--- config.mk ---
export PLATFORM = sky130hd
export DESIGN_NAME = seven_seg_scanner
export DESIGN_NICKNAME = d
export VERILOG_FILES = /design/src/rtl/digital_clock_pkg.sv /design/src/rtl/bcd_to_7seg.sv /design/src/rtl/seven_seg_scanner.sv
export SDC_FILE = /design/constraint.sdc
export NUM_CORES = 1
export LEC_CHECK = 0
export BUFFER_PORTS_ARGS = -buffer_cell sky130_fd_sc_hd__buf_2
export CORE_UTILIZATION = 40
export DETAILED_ROUTE_END_ITERATION = 8
export MAX_ROUTING_LAYER = met4
export PLACE_DENSITY_LB_ADDON = 0.15
export REMOVE_ABC_BUFFERS = 1
export SLEW_MARGIN = 20
export SYNTH_ARGS = -nofsm -noshare
export SYNTH_HDL_FRONTEND = slang
export SYNTH_HIERARCHICAL = 1
export SYNTH_SLANG_ARGS = --single-unit
--- constraint.sdc ---
create_clock -name clk_i -period 5.9 [get_ports clk_i]
set_input_delay 1.18 -clock clk_i [delete_from_list [all_inputs] [get_ports clk_i]]
set_output_delay 1.18 -clock clk_i [all_outputs]
set_load 0.02 [all_outputs]
--- src/rtl/digital_clock_pkg.sv ---
// digital_clock_pkg: shared segment patterns and digit-index types for the clock display path
package digital_clock_pkg;
  localparam int NUM_DIGITS = 6;
  localparam int IDX_W = 3;
  typedef logic [IDX_W-1:0] idx_t;
  typedef logic [6:0] seg_t;
  localparam seg_t SEG_0 = 7'h3F;
  localparam seg_t SEG_1 = 7'h06;
  localparam seg_t SEG_2 = 7'h5B;
  localparam seg_t SEG_3 = 7'h4F;
  localparam seg_t SEG_4 = 7'h66;
  localparam seg_t SEG_5 = 7'h6D;
  localparam seg_t SEG_6 = 7'h7D;
  localparam seg_t SEG_7 = 7'h07;
  localparam seg_t SEG_8 = 7'h7F;
  localparam seg_t SEG_9 = 7'h6F;
  localparam seg_t SEG_DASH = 7'h40;
  localparam seg_t SEG_BLANK = 7'h00;
endpackage

--- src/rtl/bcd_to_7seg.sv ---
// bcd_to_7seg: BCD digit to {g,f,e,d,c,b,a} pattern, non-decimal codes shown as a dash
module bcd_to_7seg
  import digital_clock_pkg::*;
(
  input  logic [3:0] bcd,
  output seg_t       seg
);
  always_comb begin
    seg = SEG_DASH;
    case (bcd)
      4'd0: seg = SEG_0;
      4'd1: seg = SEG_1;
      4'd2: seg = SEG_2;
      4'd3: seg = SEG_3;
      4'd4: seg = SEG_4;
      4'd5: seg = SEG_5;
      4'd6: seg = SEG_6;
      4'd7: seg = SEG_7;
      4'd8: seg = SEG_8;
      4'd9: seg = SEG_9;
      default: seg = SEG_DASH;
    endcase
  end
endmodule

--- src/rtl/seven_seg_scanner.sv ---
// seven_seg_scanner: 6-digit multiplexed display driver with frame snapshot, colon and alarm flash; LEADING_ZERO_BLANK_EN blanks a zero hours-tens digit
module seven_seg_scanner
  import digital_clock_pkg::*;
#(
  parameter int SCAN_DIV     = 4,
  parameter int FLASH_FRAMES = 8
) (
  input  logic       clk_i,
  input  logic       reset_n_i,
  input  logic [1:0] h_i1,
  input  logic [3:0] h_i2,
  input  logic [3:0] m_i1,
  input  logic [3:0] m_i2,
  input  logic [3:0] s_i1,
  input  logic [3:0] s_i2,
  input  logic       alarm_i,
  output seg_t       seg_o,
  output logic       dp_o,
  output logic [5:0] an_o
);
  localparam int PW = $clog2(SCAN_DIV);
  localparam int FW = FLASH_FRAMES > 1 ? $clog2(FLASH_FRAMES) : 1;
  logic [PW-1:0] presc;
  idx_t idx;
  logic [FW-1:0] frame_cnt;
  logic phase_on;
  logic [NUM_DIGITS-1:0][3:0] sh;
  logic sh_alarm;
  logic term, wrap, blank, lz, dp_d;
  logic [3:0] digit;
  seg_t pat, seg_d;
  logic [5:0] an_d;
  assign term = presc == PW'(SCAN_DIV - 1);
  assign wrap = term && idx == IDX_W'(NUM_DIGITS - 1);
  assign digit = sh[idx];
  bcd_to_7seg u_dec (.bcd(digit), .seg(pat));
  // The blanked first cycle of every slot hides ghosting while anodes switch.
  always_comb begin
    blank = presc == '0 || (sh_alarm && !phase_on);
`ifdef LEADING_ZERO_BLANK_EN
    lz = idx == '0 && sh[0] == '0;
`else
    lz = 1'b0;
`endif
    an_d = blank ? 6'h3F : ~(6'b1 << idx);
    seg_d = (blank || lz) ? SEG_BLANK : pat;
    dp_d = !blank && (idx == IDX_W'(1) || idx == IDX_W'(3)) && !sh[5][0];
  end
  always_ff @(posedge clk_i or negedge reset_n_i) begin
    if (!reset_n_i) begin
      presc <= '0;
      idx <= '0;
      frame_cnt <= '0;
      phase_on <= 1'b1;
      sh <= '0;
      sh_alarm <= 1'b0;
      an_o <= 6'h3F;
      seg_o <= SEG_BLANK;
      dp_o <= 1'b0;
    end else begin
      presc <= term ? '0 : presc + 1'b1;
      if (term) idx <= wrap ? '0 : idx + 1'b1;
      if (wrap) begin
        sh <= {s_i2, s_i1, m_i2, m_i1, h_i2, {2'b00, h_i1}};
        sh_alarm <= alarm_i;
        // A fresh alarm (or none) restarts the flash on a lit half-period.
        if (!alarm_i || !sh_alarm) begin
          frame_cnt <= '0;
          phase_on <= 1'b1;
        end else if (frame_cnt == FW'(FLASH_FRAMES - 1)) begin
          frame_cnt <= '0;
          phase_on <= !phase_on;
        end else begin
          frame_cnt <= frame_cnt + 1'b1;
        end
      end
      an_o <= an_d;
      seg_o <= seg_d;
      dp_o <= dp_d;
    end
  end
endmodule
==> flow_results.xml <==
<?xml version="1.0" encoding="UTF-8"?>
<metrics>
  <group name="route">
    <metric name="drt_first_pass_iters" unit="">4</metric>
    <metric name="drc" unit="">0</metric>
    <metric name="ant_nets" unit="">0</metric>
    <metric name="drt_iter0_drc" unit="">65</metric>
    <metric name="dr_total_vias" unit="">1379</metric>
    <metric name="detailed_route_wire_length_per_cell" unit="um">13.2</metric>
    <metric name="avgViaCountPerCell" unit="">4.86</metric>
    <metric name="postRouteWirelength" unit="um">3750</metric>
  </group>
  <group name="sta">
    <metric name="worst_slew_pin_slew" unit="ns">0.702</metric>
    <metric name="clock.fmax" unit="MHz">416</metric>
    <metric name="setup_tns" unit="ns">0</metric>
    <metric name="slew_headroom" unit="">0.532</metric>
    <metric name="post-route-period-util" unit="">0.407</metric>
    <metric name="layout_skew" unit="ns">0.00960</metric>
    <metric name="final_hold_violations" unit="">0</metric>
    <metric name="grt_setup_unrepaired" unit="">no</metric>
    <metric name="fin_hold_ws" unit="ns">0.465</metric>
    <metric name="final_period_minus_worst_setup_slack" unit="ns">2.40</metric>
    <metric name="post_layout_worst_setup_margin" unit="ns">3.50</metric>
    <metric name="timing.final.max_slew_violations" unit="">0</metric>
    <metric name="report.final.setup_viol" unit="">0</metric>
  </group>
  <group name="die">
    <metric name="floorplan.initialDensity" unit="">0.426</metric>
    <metric name="coreArea" unit="sq um">5270</metric>
    <metric name="boundaryPins" unit="">39</metric>
    <metric name="site_row_count" unit="">26</metric>
    <metric name="die_height" unit="um">76.9</metric>
    <metric name="area_of_the_die" unit="sq um">5920</metric>
    <metric name="fp.dieW" unit="um">76.9</metric>
  </group>
  <group name="synthesis">
    <metric name="synth.yosys.seq_area_share" unit="">0.516</metric>
    <metric name="syn_inst" unit="">178</metric>
    <metric name="synthDistinctLibCells" unit="">34</metric>
    <metric name="synth.cell_area" unit="sq um">2250</metric>
    <metric name="synth_edf_count" unit="">0</metric>
    <metric name="synth.top_cell.area_share" unit="">0.435</metric>
    <metric name="post_synth_main_area_contributors" unit="">dfrtp_1 (43%), mux2_2 (12%), ha_1 (8.4%)</metric>
    <metric name="postSynthAreaPerCell" unit="sq um">12.6</metric>
    <metric name="post-synth-top-area-cell" unit="">dfrtp_1</metric>
    <metric name="yosysWarnings" unit="">6</metric>
    <metric name="synth-async-reset-ratio" unit="">1.00</metric>
    <metric name="synth_seq_cells" unit="">46</metric>
    <metric name="ys.flop_type" unit="">dfrtp_1</metric>
    <metric name="leading_post_synthesis_cells_by_instance_count" unit="">dfrtp_1 (39), mux2_2 (23), ha_1 (15), nand2_1 (14), inv_1 (11)</metric>
    <metric name="yosysMostFrequentCell" unit="">dfrtp_1</metric>
  </group>
  <group name="clocking">
    <metric name="clk_pin_slew" unit="ns">0.08</metric>
    <metric name="cts-root-buf" unit="">clkbuf_8</metric>
    <metric name="cts_hold_buf" unit="">0</metric>
    <metric name="cts_made_buffers" unit="">5</metric>
    <metric name="cts_tree" unit="">done</metric>
    <metric name="clk_lat_worst_skew" unit="ns">0.29</metric>
    <metric name="clock_tree.htree_level_count" unit="">2</metric>
    <metric name="cts_max_path_buffers" unit="">2</metric>
    <metric name="tritoncts_num_sinks" unit="">46</metric>
    <metric name="post-cts-setup-buffers" unit="">0</metric>
    <metric name="cts_repair_resized_insts" unit="">0</metric>
  </group>
  <group name="pwr">
    <metric name="clock_power_share" unit="">0.378</metric>
    <metric name="sw_frac_of_total" unit="">0.200</metric>
    <metric name="p_total" unit="uW">589</metric>
    <metric name="seq_power_share" unit="">0.560</metric>
    <metric name="net-switching-power" unit="uW">118</metric>
    <metric name="comb_power_share" unit="">0.062</metric>
    <metric name="power.static_leakage" unit="nW">1.23</metric>
    <metric name="power.ir.vdd_worst" unit="mV">0.117</metric>
    <metric name="power_density" unit="nW/um^2">231</metric>
    <metric name="p_int" unit="uW">471</metric>
  </group>
  <group name="grt">
    <metric name="gr_ovfl_total" unit="">0</metric>
    <metric name="grt_max_degree" unit="">47</metric>
    <metric name="initial_antenna_violation_count" unit="">0</metric>
    <metric name="grt_pass1_vias" unit="">1459</metric>
    <metric name="global_route_wire_length_before_repair" unit="um">6840</metric>
    <metric name="grt_util_all_layers" unit="">0.151</metric>
  </group>
  <group name="critical_path">
    <metric name="critical_path_peak_fanout" unit="">29</metric>
    <metric name="crit_path_start_kind" unit="">register</metric>
    <metric name="timing.critical_path.required" unit="ns">6.13</metric>
    <metric name="crit_type" unit="">register to register</metric>
    <metric name="worst_ep_arrival_time" unit="ns">2.63</metric>
    <metric name="critPathCaptureType" unit="">register</metric>
  </group>
  <group name="placed_design">
    <metric name="dp.cells" unit="">276</metric>
    <metric name="final_hpwl_from_detailed_placement" unit="um">2790</metric>
    <metric name="detailed_place.area" unit="sq um">2440</metric>
    <metric name="place.port_buffers" unit="">38</metric>
    <metric name="gp_congestion" unit="">0.708</metric>
    <metric name="minimum_setup_slack_after_placement" unit="ns">3.45</metric>
  </group>
  <group name="finish">
    <metric name="postLayoutCoreUtil" unit="">0.484</metric>
    <metric name="antenna_cells" unit="">0</metric>
    <metric name="finalInstanceArea" unit="sq um">2550</metric>
    <metric name="drive_gt1_frac" unit="">0.388</metric>
    <metric name="fill_cells" unit="">515</metric>
    <metric name="syn_to_final_growth" unit="%">13.6</metric>
    <metric name="cell_count_final_fillers_out" unit="">284</metric>
    <metric name="finish.net_count" unit="">253</metric>
  </group>
  <group name="flow_run">
    <metric name="cap_violations" unit="">0</metric>
  </group>
  <group name="status">
    <metric name="status" unit="">finished clean</metric>
  </group>
  <group name="min_path">
    <metric name="worst_hold_path_type" unit="">register to register</metric>
  </group>
</metrics>
-- sequential cells by signal, indices dropped and copies added, names as in the netlist --
name,count
an_o,6
dp_o,1
frame_cnt,3
idx,3
phase_on,1
presc,2
seg_o,7
sh,22
sh_alarm,1
-- routing by layer --
metal	track usage	vias up	part of all wire
met4	0.0519	0	0.0077
li1	-	681	-
met5	-	-	0
met1	0.192	662	0.47
met3	0.0333	4	0.041
met2	0.238	32	0.48
-- worst paths after layout --
kind | slack, ns | to | from | depth (start not counted)
max in group asynchronous | 4.63 | an_o[3] | reset_n_i | 1
max | 3.50 | frame_cnt[0] | idx[0] | 4
min | 0.46 | dp_o | sh[20] | 1
max reg2reg | 3.50 | frame_cnt[0] | idx[0] | 4
min reg2reg | 0.46 | dp_o | sh[20] | 1
min in group asynchronous | 0.88 | presc[0] | reset_n_i | 1
-- area by class of cell --
cell class / count / area (sq um) / area share
Sequential cell: 46 / 1160 / 0.454
Multi-Input combinational cell: 111 / 965 / 0.378
Timing Repair Buffer: 38 / 193 / 0.0755
Inverter: 11 / 41.3 / 0.0162
Clock buffer: 7 / 76.3 / 0.0299
Tap cell: 70 / 87.6 / 0.0343
Clock inverter: 1 / 30.0 / 0.0118
-- power by group through the flow --
| stage | logic, mW | registers, mW | clock network (mW) |
|---|---|---|---|
| after floorplan | 0.0194 | 0.334 | 0 |
| after global routing | 0.0416 | 0.331 | 0.248 |
| after CTS | 0.0373 | 0.330 | 0.230 |
| after global placement | 0.0350 | 0.335 | 0 |
| final | 0.0365 | 0.330 | 0.222 |
| after detailed placement | 0.0371 | 0.336 | 0 |
-- cells by family (layout without fill, tap and decap cells) --
group / Yosys count / in the layout / share of synthesized area
AND/OR/NAND/NOR: 38 / 38 / 0.0880
AO/OA/AOI/OAI: 24 / 24 / 0.0691
multiplexers: 34 / 34 / 0.189
flip-flops: 46 / 46 / 0.516
adder cells (fa/ha/maj): 15 / 15 / 0.0836
buffers and inverters: 21 / 57 / 0.0540
-- critical path, cell delays in order (launching register included) --
cell	delay, ns
dfrtp_1	0.68
ha_1	0.37
nand3_2	0.59
nor3_1	0.48
mux2_2	0.21
-- placed cells by master (no fill, tap or decap), types with 2 or more instances in the layout --
cell type / Yosys / routed
a21oi_1: 4 / 4
dfstp_2: 7 / 7
mux2_2: 23 / 23
clkbuf_1: 2 / 2
mux4_2: 2 / 2
and2_1: 7 / 7
clkbuf_8: 0 / 5
dfrtp_1: 39 / 39
buf_2: 1 / 37
a211oi_1: 3 / 3
inv_1: 11 / 11
mux2i_1: 3 / 3
o21ai_0: 6 / 6
ha_1: 15 / 15
nand2_1: 14 / 14
nor2_1: 2 / 2
nand3_1: 5 / 5
a21o_1: 4 / 4
o22ai_1: 3 / 3
nor2b_1: 2 / 2
mux2_4: 6 / 6
(Power assumes the default switching activity.)
